$ cat src/rtl/sram_port0_ctrl.sv
// Valid/ready front end for the RW port of the 32x512 OpenRAM macro; registered macro drive, in-order read FIFO.
// Optional power-up zero fill of the whole array when SRAM_CLEAR_EN is defined.
module sram_port0_ctrl #(
    parameter int ADDR_WIDTH = 9,
    parameter int DATA_WIDTH = 32,
    parameter int NUM_WMASKS = 4,
    parameter int RSP_DEPTH  = 2
) (
    input  logic                  wb_clk_i,
    input  logic                  wb_rst_i,
    input  logic                  req_valid,
    output logic                  req_ready,
    input  logic                  req_we,
    input  logic [ADDR_WIDTH-1:0] req_addr,
    input  logic [DATA_WIDTH-1:0] req_wdata,
    input  logic [NUM_WMASKS-1:0] req_wmask,
    output logic                  rsp_valid,
    input  logic                  rsp_ready,
    output logic [DATA_WIDTH-1:0] rsp_rdata,
    output logic                  sram_csb0,
    output logic                  sram_web0,
    output logic [NUM_WMASKS-1:0] sram_wmask0,
    output logic [ADDR_WIDTH-1:0] sram_addr0,
    output logic [DATA_WIDTH-1:0] sram_din0,
    input  logic [DATA_WIDTH-1:0] sram_dout0,
    output logic                  init_done,
    output logic                  busy
);

    localparam int RAM_DEPTH = 1 << ADDR_WIDTH;
    localparam int CW        = $clog2(RSP_DEPTH + 3);
    localparam int PW        = (RSP_DEPTH > 1) ? $clog2(RSP_DEPTH) : 1;

    typedef enum logic {
        ST_CLEAR,
        ST_RUN
    } state_t;

    state_t                  state, state_next;
    logic [ADDR_WIDTH-1:0]   clr_addr, clr_addr_next;

    logic                    csb_d, web_d;
    logic [NUM_WMASKS-1:0]   wmask_d;
    logic [ADDR_WIDTH-1:0]   addr_d;
    logic [DATA_WIDTH-1:0]   din_d;

    logic                    accept;
    logic                    rd_issue;
    logic [1:0]              rd_pipe;
    logic [CW-1:0]           inflight;
    logic [CW-1:0]           fifo_count;
    logic [PW-1:0]           wr_ptr, rd_ptr;
    logic                    push, pop;
    logic [DATA_WIDTH-1:0]   fifo_mem [RSP_DEPTH];

    assign init_done = (state == ST_RUN);
    assign inflight  = CW'(rd_pipe[0]) + CW'(rd_pipe[1]);
    // Credit covers every read already issued, so a push never finds the FIFO full.
    assign req_ready = init_done && ((inflight + fifo_count) < CW'(RSP_DEPTH));
    assign accept    = req_valid && req_ready;
    assign rd_issue  = accept && !req_we;
    assign push      = rd_pipe[1];
    assign rsp_valid = (fifo_count != '0);
    assign pop       = rsp_valid && rsp_ready;
    assign rsp_rdata = fifo_mem[rd_ptr];
    assign busy      = (inflight != '0) || (fifo_count != '0);

    always_ff @(posedge wb_clk_i or posedge wb_rst_i) begin
        if (wb_rst_i) begin
`ifdef SRAM_CLEAR_EN
            state    <= ST_CLEAR;
`else
            state    <= ST_RUN;
`endif
            clr_addr <= '0;
        end else begin
            state    <= state_next;
            clr_addr <= clr_addr_next;
        end
    end

    always_comb begin
        state_next    = state;
        clr_addr_next = clr_addr;
        csb_d         = 1'b1;
        web_d         = 1'b1;
        wmask_d       = sram_wmask0;
        addr_d        = sram_addr0;
        din_d         = sram_din0;
        unique case (state)
            ST_CLEAR: begin
                csb_d         = 1'b0;
                web_d         = 1'b0;
                wmask_d       = '1;
                din_d         = '0;
                addr_d        = clr_addr;
                clr_addr_next = clr_addr + 1'b1;
                if (clr_addr == ADDR_WIDTH'(RAM_DEPTH - 1)) begin
                    state_next = ST_RUN;
                end
            end
            ST_RUN: begin
                if (accept) begin
                    csb_d  = 1'b0;
                    web_d  = ~req_we;
                    addr_d = req_addr;
                    if (req_we) begin
                        din_d   = req_wdata;
                        wmask_d = req_wmask;
                    end else begin
                        wmask_d = '0;
                    end
                end
            end
            default: ;
        endcase
    end

    always_ff @(posedge wb_clk_i or posedge wb_rst_i) begin
        if (wb_rst_i) begin
            sram_csb0   <= 1'b1;
            sram_web0   <= 1'b1;
            sram_wmask0 <= '0;
            sram_addr0  <= '0;
            sram_din0   <= '0;
        end else begin
            sram_csb0   <= csb_d;
            sram_web0   <= web_d;
            sram_wmask0 <= wmask_d;
            sram_addr0  <= addr_d;
            sram_din0   <= din_d;
        end
    end

    // Stage 0: macro samples at the next edge; stage 1: dout valid, captured at the following edge.
    always_ff @(posedge wb_clk_i or posedge wb_rst_i) begin
        if (wb_rst_i) begin
            rd_pipe <= '0;
        end else begin
            rd_pipe <= {rd_pipe[0], rd_issue};
        end
    end

    always_ff @(posedge wb_clk_i or posedge wb_rst_i) begin
        if (wb_rst_i) begin
            fifo_count <= '0;
            wr_ptr     <= '0;
            rd_ptr     <= '0;
        end else begin
            if (push) begin
                wr_ptr <= (wr_ptr == PW'(RSP_DEPTH - 1)) ? '0 : wr_ptr + 1'b1;
            end
            if (pop) begin
                rd_ptr <= (rd_ptr == PW'(RSP_DEPTH - 1)) ? '0 : rd_ptr + 1'b1;
            end
            unique case ({push, pop})
                2'b10:   fifo_count <= fifo_count + CW'(1);
                2'b01:   fifo_count <= fifo_count - CW'(1);
                default: fifo_count <= fifo_count;
            endcase
        end
    end

    always_ff @(posedge wb_clk_i) begin
        if (push) begin
            fifo_mem[wr_ptr] <= sram_dout0;
        end
    end

endmodule

$ cat config.mk
export PLATFORM = sky130hd
export DESIGN_NAME = sram_port0_ctrl
export DESIGN_NICKNAME = d
export VERILOG_FILES = /design/src/rtl/sram_port0_ctrl.sv
export SDC_FILE = /design/constraint.sdc
export NUM_CORES = 1
export LEC_CHECK = 0
export CORE_ASPECT_RATIO = 1.25
export CORE_MARGIN = 5
export CORE_UTILIZATION = 49
export CTS_BUF_LIST = sky130_fd_sc_hd__clkbuf_8
export CTS_CLUSTER_DIAMETER = 120
export DETAILED_ROUTE_END_ITERATION = 10
export PLACE_DENSITY = 0.84
export SLEW_MARGIN = 20
export SYNTH_ARGS = -nofsm -noshare
export SYNTH_HDL_FRONTEND = slang
export SYNTH_SLANG_ARGS = --single-unit
$ cat constraint.sdc
create_clock -name wb_clk_i -period 7.26 [get_ports wb_clk_i]
set_clock_uncertainty 0.15 [all_clocks]
set_input_delay 1.452 -clock wb_clk_i [delete_from_list [all_inputs] [get_ports wb_clk_i]]
set_output_delay 1.452 -clock wb_clk_i [all_outputs]
set_load 0.005 [all_outputs]
==> tab_implementation.tex <==
\begin{tabular}{lr}
\hline
Metric & Value \\
\hline
\multicolumn{2}{l}{\textbf{Outcome}} \\
\quad Outcome & complete, no violations \\
\multicolumn{2}{l}{\textbf{Synthesis}} \\
\quad Unique masters post-synth & 35 \\
\quad Async SR Flop Fraction & 50.00\% \\
\quad Post-synthesis sequential element count & 128 \\
\quad Post-Syn Instances & 336 \\
\quad Count of synthesis-stage warnings from yosys & 0 \\
\quad Main synth FF type & edfxtp\_1 \\
\quad Synthesized Nets & 425 \\
\quad Mapped cell area & 0.005072 mm2 \\
\quad Sequential cell area fraction in the yosys report & 69.54\% \\
\quad Post-synthesis area per instance & 15.10 um2 \\
\quad Count of flip-flops with a built-in enable after synthesis & 64 \\
\multicolumn{2}{l}{\textbf{Global route}} \\
\quad First-pass GRT wire length & 18750 um \\
\quad Antenna violations before repair & 0 \\
\quad Number of global-route vias before repair & 3747 \\
\quad Residual overflow from global routing & 0 \\
\quad GRT Overall Usage & 19.69\% \\
\quad Largest net degree at the start of global routing & 65 \\
\multicolumn{2}{l}{\textbf{Critical path}} \\
\quad Kind of end point of the critical path & output pin \\
\quad Category of the critical setup timing path & flip-flop to output pin \\
\quad Largest fanout on the critical path & 17 \\
\quad Worst path arrival time & 3020 ps \\
\quad Setup crit start kind & flip-flop \\
\quad Required time of the critical path & 5660 ps \\
\quad Internal reg-to-reg setup slack & 4230 ps \\
\multicolumn{2}{l}{\textbf{Job}} \\
\quad Total of max-cap violations & 0 \\
\multicolumn{2}{l}{\textbf{Clocking}} \\
\quad Clock Tree Buf Depth & 2 \\
\quad Master cell of the clock root buffer & clkbuf\_8 \\
\quad Resized cells post-CTS & 0 \\
\quad Clock-pin transition on the worst setup and hold timing paths & 70 ps \\
\quad Post-CTS Setup Repair Bufs & 0 \\
\quad Clock tree from TritonCTS & built \\
\quad H-tree level count & 4 \\
\quad Clock buffer count from CTS & 17 \\
\quad Clock Sinks & 128 \\
\quad Number of buffers inserted by hold repair at cts & 0 \\
\quad Clock latency on the worst-skew pair & 410 ps \\
\multicolumn{2}{l}{\textbf{Routing}} \\
\quad Routed wire per std cell & 18.21 um \\
\quad Number of vias per cell after detailed routing & 5.289 \\
\quad Count of antenna-violating nets left after detailed routing & 0 \\
\quad Routed vias & 3406 \\
\quad Drt total wl & 11730 um \\
\quad Number of design rule violations left after detail routing & 0 \\
\quad Top metal layer carrying routed signals & met4 \\
\quad Routed length on met2 & 5780 um \\
\quad Starting DRC count in detailed routing & 151 \\
\quad Initial DRT Pass Iterations & 4 \\
\quad Routed length on met3 & 1131 um \\
\quad Routed metal-1 wire length & 4676 um \\
\multicolumn{2}{l}{\textbf{Timing}} \\
\quad Final Hold Viols & 0 \\
\quad Normalized max-slew margin & 38.93\% \\
\quad TNS Setup & 0 ps \\
\quad Endpoints failing setup & 0 \\
\quad Unrepaired setup endpoints after global routing & no \\
\quad Time the worst path needs with I/O delays and setup & 4620 ps \\
\quad Fraction of the cycle the final worst path needs & 63.64\% \\
\quad Maximum operating frequency & 0.2164 GHz \\
\quad Actual transition at the worst max-transition pin & 913.9 ps \\
\quad Max Slew Vio Count & 0 \\
\multicolumn{2}{l}{\textbf{Finish}} \\
\quad Final-stage net count & 591 \\
\quad FILL cells & 666 \\
\quad Antenna cells & 0 \\
\quad Area added between synthesis and finish & 41.88\% \\
\quad Ratio of cells with drive above 1 in the final layout & 14.56\% \\
\quad Final Instance Count excl. Fillers & 644 \\
\multicolumn{2}{l}{\textbf{Min path}} \\
\quad Worst min-delay path category & flip-flop to flip-flop \\
\multicolumn{2}{l}{\textbf{Floorplan}} \\
\quad Placeable Area & 0.01011 mm2 \\
\quad I/O pin total & 165 \\
\quad DIE AREA & 0.01250 mm2 \\
\quad Std cell rows & 41 \\
\quad Starting Density & 50.19\% \\
\quad Chip Height & 123.8 um \\
\quad Die span in x & 101 um \\
\multicolumn{2}{l}{\textbf{Placed design}} \\
\quad GPL Wtd Cong & 0.8014 \\
\quad Cell total after placement & 612 \\
\quad Number of buffers inserted by port buffering & 164 \\
\quad Hpwl dp & 8163 um \\
\multicolumn{2}{l}{\textbf{Pwr}} \\
\quad Static power due to leakage & 2.803 nW \\
\quad IR drop worst, VDD & 0.1543 mV \\
\quad Design Power & 1.774 mW \\
\quad Power per unit of standard cell area & 246.5 mW/mm2 \\
\hline
\end{tabular}
-- per-stage QoR --
| step | hold slack, ps | worst slack (ps) | util, % | cell area, um2 |
|---|---|---|---|---|
| global route | 271.6 | 2405 | 71.21 | 7197 |
| finish | 263.1 | 2640 | 71.21 | 7197 |
| global placement | 237.9 | 3127 | 67.14 | 6785 |
| CTS | 266.6 | 2597 | 71.20 | 7196 |
| floorplan | 229.8 | 3680 | - | 5072 |
| detailed placement | 247.8 | 3071 | 67.14 | 6785 |
-- flip-flops by register name (all words and copies together), names as in the netlist --
signal       count
clr_addr         9
fifo_count       3
fifo_mem        64
init_done        1
rd_pipe          2
rd_ptr           1
sram_addr0       9
sram_csb0        1
sram_din0       32
sram_web0        1
sram_wmask0      4
wr_ptr           1
-- critical path, stage by stage, from the launching register on --
cell and delay, ps:
dfrtp_1 400, inv_1 110, ha_1 290, nand2_1 70, fa_1 550, and2_1 470
and2_1 200, clkdlybuf4s50_1 500
-- cells in the mapped netlist, types with 2 or more instances --
master / n / area, um2
buf_4: 2 / 15.01
nor3_1: 3 / 15.01
nand4_1: 20 / 125.1
nor2b_1: 2 / 12.51
dfrtp_1: 61 / 1526
and3_1: 8 / 50.05
buf_2: 9 / 45.04
nand3_1: 2 / 10.01
nand2_1: 23 / 86.33
a22o_1: 17 / 148.9
clkbuf_1: 5 / 18.77
and2_1: 7 / 43.79
edfxtp_1: 64 / 1922
a221o_1: 8 / 80.08
inv_1: 13 / 48.80
xor2_1: 6 / 52.55
dfstp_2: 3 / 78.83
o21ai_1: 15 / 75.07
buf_6: 4 / 45.04
mux2_2: 34 / 382.9
nor2_1: 3 / 11.26
fa_1: 2 / 40.04
ha_1: 5 / 62.56
xnor2_1: 6 / 52.55
o211ai_1: 4 / 30.03
-- routing by layer --
layer,GRT usage (%),vias to the layer above
li1,-,1569
met1,23.65,1670
met2,31.92,157
met3,8.123,10
met4,7.315,0
met5,0,-
-- layout by cell type, fill, tap and decap left out, types with 2 or more instances in the layout --
master and instances:
nand3_1 2, dfrtp_1 61, nand2_1 23, nor2_1 2
inv_2 2, and3_1 7, fa_1 2, a22o_1 17
a221o_1 8, o211ai_1 4, and2_1 7, bufinv_16 4
nor2b_1 2, xor2_1 6, mux2_2 34, buf_4 4
ha_1 5, clkbuf_8 17, clkdlybuf4s50_1 164, edfxtp_1 64
dfstp_2 3, clkinv_2 2, clkinvlp_4 2, clkinv_1 4
nand4_1 20, inv_1 14, xnor2_1 6, o21ai_1 15
nor3_1 3
-- where the power goes --
part	switching, mW	leakage [nW]	internal [mW]
combinational	0.149	1.19	0.213
sequential	0.0108	1.40	0.775
clock	0.261	0.208	0.366
-- kinds of logic after synthesis --
logic type      synth area share (%)
mux                            7.745
buf+inv                        3.552
fa+ha+maj                      2.023
xor+xnor                       2.393
compound gates                 7.326
flops                          69.54
simple gates                   7.425
-- path summary, 6_finish.rpt --
path / startpoint / cells past startpoint / end
min in group asynchronous: wb_rst_i / 3 / sram_addr0[3]$_DFFE_PP0P_
setup reg to reg: rd_pipe[1]$_DFF_PP0_ / 7 / sram_din0[3]$_DFFE_PP0P_
hold reg to reg: rd_pipe[0]$_DFF_PP0_ / 0 / rd_pipe[1]$_DFF_PP0_
max in group asynchronous: wb_rst_i / 3 / sram_din0[13]$_DFFE_PP0P_
hold / removal: rd_pipe[0]$_DFF_PP0_ / 0 / rd_pipe[1]$_DFF_PP0_
setup / recovery: rd_pipe[1]$_DFF_PP0_ / 7 / req_ready
-- final cells by class --
| type | instances | area [um2] | share of cell area, % |
|---|---|---|---|
| Sequential cell | 128 | 3527 | 49.01 |
| Timing Repair Buffer | 168 | 1672 | 23.23 |
| Inverter | 14 | 52.55 | 0.7302 |
| Tap cell | 129 | 161.4 | 2.243 |
| Clock buffer | 17 | 234.0 | 3.251 |
| Clock inverter | 15 | 176.4 | 2.451 |
| Multi-Input combinational cell | 173 | 1374 | 19.09 |
Power figures use the tool's default switching activity.
